<file path="src/rtl/mult_16_pkg.sv">
// mult16_pkg: shared widths, FSM state type and the Karatsuba recombination step
// for the 16x16 sequential multiplier.
package mult16_pkg;

    localparam int W_IN   = 16;
    localparam int W_HALF = 8;
    localparam int W_SUB  = 9;
    localparam int W_OUT  = 32;

    typedef enum logic [2:0] {IDLE, MUL_LO, MUL_HI, MUL_MID, COMBINE} state_t;

    // z1 = zm - z2 - z0 cannot go negative, so 18 bits suffice; the 34-bit sum always fits in 32.
    function automatic logic [W_OUT-1:0] combine(
        input logic [2*W_HALF-1:0] z0,
        input logic [2*W_HALF-1:0] z2,
        input logic [2*W_SUB-1:0]  zm
    );
        logic [2*W_SUB-1:0] z1;
        logic [33:0]        s;
        z1 = zm - {2'b0, z2} - {2'b0, z0};
        s  = {2'b0, z2, 16'b0} + {8'b0, z1, 8'b0} + {18'b0, z0};
        return s[W_OUT-1:0];
    endfunction

endpackage

</file>
<file path="src/rtl/mult_16_mult9.sv">
// mult9: combinational unsigned 9x9 -> 18-bit multiplier shared by all partial products.
module mult9
    import mult16_pkg::*;
(
    input  logic [W_SUB-1:0]   a,
    input  logic [W_SUB-1:0]   b,
    output logic [2*W_SUB-1:0] p
);

    assign p = a * b;

endmodule

</file>
<file path="src/rtl/mult_16.sv">
// mult_16: sequential 16x16 unsigned Karatsuba multiplier, one shared 9x9 multiplier,
// start/done handshake with 5-cycle issue interval.
module mult_16
    import mult16_pkg::*;
(
    input  logic             clk,
    input  logic             rst,
    input  logic             start,
    input  logic [W_IN-1:0]  A,
    input  logic [W_IN-1:0]  B,
    output logic             done,
    output logic [W_OUT-1:0] P
);

    state_t               state;
    logic [W_IN-1:0]      a_r, b_r;
    logic [2*W_HALF-1:0]  z0, z2;
    logic [2*W_SUB-1:0]   zm;
    logic [W_SUB-1:0]     ma, mb;
    logic [2*W_SUB-1:0]   mp;

    // Operand mux: low halves, high halves, then the 9-bit half sums.
    always_comb begin
        ma = state == MUL_LO ? {1'b0, a_r[W_HALF-1:0]} :
             state == MUL_HI ? {1'b0, a_r[W_IN-1:W_HALF]} :
                               {1'b0, a_r[W_HALF-1:0]} + {1'b0, a_r[W_IN-1:W_HALF]};
        mb = state == MUL_LO ? {1'b0, b_r[W_HALF-1:0]} :
             state == MUL_HI ? {1'b0, b_r[W_IN-1:W_HALF]} :
                               {1'b0, b_r[W_HALF-1:0]} + {1'b0, b_r[W_IN-1:W_HALF]};
    end

    mult9 u_mult9 (
        .a(ma),
        .b(mb),
        .p(mp)
    );

    always_ff @(posedge clk) begin
        if (rst) begin
            state <= IDLE;
            a_r   <= '0;
            b_r   <= '0;
            z0    <= '0;
            z2    <= '0;
            zm    <= '0;
            P     <= '0;
            done  <= 1'b0;
        end else begin
            done <= 1'b0;
            case (state)
                IDLE: if (start) begin
                    a_r   <= A;
                    b_r   <= B;
                    state <= MUL_LO;
                end
                MUL_LO: begin
                    z0    <= mp[2*W_HALF-1:0];
                    state <= MUL_HI;
                end
                MUL_HI: begin
                    z2    <= mp[2*W_HALF-1:0];
                    state <= MUL_MID;
                end
                MUL_MID: begin
                    zm    <= mp;
                    state <= COMBINE;
                end
                COMBINE: begin
                    P     <= combine(z0, z2, zm);
                    done  <= 1'b1;
                    state <= IDLE;
                end
                default: state <= IDLE;
            endcase
        end
    end

endmodule

</file>
<file path="config.mk">
export PLATFORM = sky130hd
export DESIGN_NAME = mult_16
export DESIGN_NICKNAME = d
export VERILOG_FILES = /design/src/rtl/mult_16_pkg.sv /design/src/rtl/mult_16_mult9.sv /design/src/rtl/mult_16.sv
export SDC_FILE = /design/constraint.sdc
export NUM_CORES = 1
export LEC_CHECK = 0
export ABC_AREA = 0
export ABC_CLOCK_PERIOD_IN_PS = 8400
export CORE_UTILIZATION = 45
export CTS_CLUSTER_SIZE = 25
export DETAILED_ROUTE_END_ITERATION = 6
export PLACE_DENSITY = 0.64
export SYNTH_ARGS = -nofsm -noshare
export SYNTH_HDL_FRONTEND = slang
export SYNTH_SLANG_ARGS = --single-unit
</file>
<file path="constraint.sdc">
create_clock -name clk -period 8.4 [get_ports clk]
set_input_delay 2.1 -clock clk [delete_from_list [all_inputs] [get_ports clk]]
set_output_delay 2.1 -clock clk [all_outputs]
set_load 0.02 [all_outputs]
</file>
==> impl_metrics.toml <==
[outcome]
status = "complete, no violations"

[layout]
drive_gt1_share_pct = 6.18
syn2layout_area_growth_pct = 15.5
multi_input_area_um2 = 6760
layout.nets = 1459
ff_latch_area_um2 = 2360
n_antenna_cell = 0
fillers = 2071

[drt]
routed_wl_um = 24300
detail-route-antenna-nets = 0
viasPerCell = 5.36
route.vias.total = 8336
drc = 0
routedWlPerCell_um = 15.7
drtIter0Drc = 420
drt_pass1_iterations = 7

[synth]
synth_cell_types = 79
synthFlopType = "dfxtp_1"
synthMuxAreaShare_pct = 0.666
ys.warnings.count = 0
async_reset_ff_share_pct = 0
syn-mean-instance-area_um2 = 8.01
syn_inst = 1219
syn_area_um2 = 9760
yosys.area_share.simple_pct = 19.8
synth_top_family_by_area = "adder cells"
synth_compound_area_share_pct = 19.3
syn-num-nets = 1412
synthXorXnorAreaFrac_pct = 3.77
yosys_register_bits = 118
synth_fa_ha_area_share_pct = 25.6
synth_edf_count = 0
yosysSeqAreaShare_pct = 24.2

[sta]
fin_crit_ps = 6650
worst_hold_slack_ps = 447
fmax_ghz = 0.150
finalCritPeriodShare_pct = 79.2
slew-limit-headroom_pct = 41.4
rsz0062_at_grt = "false"
finalSetupTns_ps = 0
setup_violations = 0
max_slew.worst_pin.slew_ps = 874
drv_slew = 0
report.final.hold_viol_count = 0
finClkSkew_ps = 19.2

[global_routing]
grt_max_degree = 79
antenna_found_initial = 1
grt_pass1_wl_um = 40600
overflow = 0
gr-usage-all-layers_pct = 23.3
grt_pass1_vias = 8175

[worst_setup_path]
timing.rr.end = "zm[17]"
ff2ff_path_depth = 20
r2r_setup_slack_ps = 1750
criticalPathCategory = "reg2reg"
r2r-start = "state[1]"
path_cells = "or3b_1 -> buf_4 -> nand2_4 -> or4_1 -> nand3_1 -> nor2_1 -> fa_1 -> fa_1 -> fa_1 -> inv_1 -> fa_1 -> inv_1 -> ha_1 -> or2_2 -> o31ai_1 -> nand3b_1 -> nor3_1 -> o41ai_1 -> mux2_2 -> o21ai_0"
worst_path_max_delay_cell = "or3b_1"
path_max_fanout = 25
worstSetupEndpointType = "flip-flop"
crit_required_ps = 8750
slowest_delay_ps = 690
startpoint_type = "flip-flop"
critPathArrivalTime_ps = 7000
cpMostUsedCell = "fa_1"

[worst_hold_path]
hold_depth = 2
min_from = "P[12]"
hold_end = "P[12]"
hp-class = "reg2reg"

[clocking]
cts_tree = "yes"
cts.sinks = 118
clockRootBuffer = "clkbuf_16"
post_cts_buffers = 0
cts_hold_buf = 0
postCtsResizedCells = 0
clk_latency_ps = 430
cts_buffers = 17
h-tree-depth = 4
clockBufferDepth = 2
cts.clk_slew.worst_paths_ps = 60

[floorplan]
num_rows = 53
core-area_um2 = 21200
dieArea_um2 = 22300
die_h_um = 149
dieWidth_um = 149
start_util_pct = 46.1
ios = 68

[flow_run]
cap_violations = 0

[power]
p_per_area_nw_per_um2 = 342
p_leak_nw = 4.70
ir_drop_mv = 0.209

[place]
place_hpwl_um = 18800
place_congestion = 0.897
portBuffers = 67
-- per-layer routing --
metal | vias up | wire length, µm | GRT usage (%)
met5 | - | 13 | 0
met1 | 3948 | 11200 | 29.2
met2 | 148 | 11700 | 40.0
li1 | 4200 | - | -
met4 | 2 | 657 | 9.18
met3 | 38 | 743 | 3.61
-- report_power, final --
part | internal (W) | leakage, nW | total [W] | switching (W)
registers | 0.000603 | 0.958 | 0.000652 | 0.0000488
logic | 0.000970 | 3.44 | 0.00242 | 0.00145
clock network | 0.000475 | 0.299 | 0.000788 | 0.000312
-- cells by family after synthesis --
kind of cell | after synthesis
simple gates | 436
xor+xnor | 42
fa+ha+maj | 158
compound gates | 291
mux | 6
flops | 118
buf+inv | 168
-- through the flow --
stage | worst slack, ps | instance area (µm²) | power [W] | instances | utilization (%)
3_3_place_gp | 1890 | 10700 | 0.00304 | 1522 | 50.4
6_report | 1750 | 11300 | 0.00386 | 1554 | 53.3
4_1_cts | 1750 | 11300 | 0.00387 | 1554 | 53.3
5_1_grt | 1350 | 11300 | 0.00420 | 1554 | 53.3
3_5_place_dp | 1770 | 10700 | 0.00306 | 1522 | 50.4
2_1_floorplan | 2630 | 9760 | 0.00255 | 1219 | -
-- critical path, delay by kind of cell, from the launching register on --
kind	cells	cell delay (ps)
flops	1	530
mux	1	370
compound gates	3	550
fa+ha+maj	5	2340
buf+inv	3	520
simple gates	8	2250
-- cell usage after synthesis, types with 7 or more instances --
master | n | area (µm²)
nand3_1 | 14 | 70.1
o21a_1 | 10 | 75.1
xor2_1 | 15 | 131
dfxtp_1 | 118 | 2360
ha_1 | 89 | 1110
fa_1 | 69 | 1380
nand2_1 | 218 | 818
or3_1 | 8 | 50.1
a21oi_1 | 134 | 671
nand3b_1 | 7 | 52.6
nand2b_1 | 18 | 113
inv_1 | 119 | 447
xnor2_1 | 27 | 236
a211oi_1 | 20 | 150
a21o_1 | 19 | 143
buf_2 | 11 | 55.1
o21ai_0 | 37 | 185
clkbuf_1 | 35 | 131
nor2_1 | 107 | 402
nor3_1 | 11 | 55.1
nor2b_1 | 10 | 62.6
-- state kept, by name, indices dropped and copies added, names as in the netlist --
name   count
P         32
zm        18
a_r       16
b_r       16
z0        16
z2        16
state      3
done       1
-- final cells by class --
type	count	area share [%]
Multi-Input combinational cell	933	59.9
Sequential cell	118	21.0
Timing Repair Buffer	77	6.59
Inverter	119	3.96
Clock buffer	17	3.77
Tap cell	275	3.05
Clock inverter	15	1.72
-- cell usage in the layout (no fill, tap or decap), types with 6 or more instances in the layout --
| cell | instances |
|---|---|
| nor2_1 | 107 |
| nand2_1 | 218 |
| xor2_1 | 15 |
| o21a_1 | 10 |
| ha_1 | 89 |
| inv_1 | 119 |
| a21oi_1 | 134 |
| xnor2_1 | 27 |
| fa_1 | 69 |
| and3_1 | 6 |
| nor3_1 | 11 |
| nand2b_1 | 18 |
| buf_4 | 11 |
| nand3b_1 | 7 |
| nor2b_1 | 10 |
| or3_1 | 8 |
| clkdlybuf4s50_1 | 66 |
| a211oi_1 | 20 |
| a21o_1 | 19 |
| nand3_1 | 14 |
| dfxtp_1 | 118 |
| o21ai_0 | 37 |
| clkbuf_16 | 17 |
-- how the worst max path moves through the flow --
stage                         from  endpoint  cells after the start
after detailed placement  state[1]    zm[17]                     20
after CTS                 state[1]    zm[17]                     20
after global placement    state[1]    zm[17]                     20
after global routing      state[1]    zm[17]                     20
after floorplan             b_r[0]    zm[17]                     24
final                     state[1]    zm[17]                     20
(Power assumes the default switching activity.)
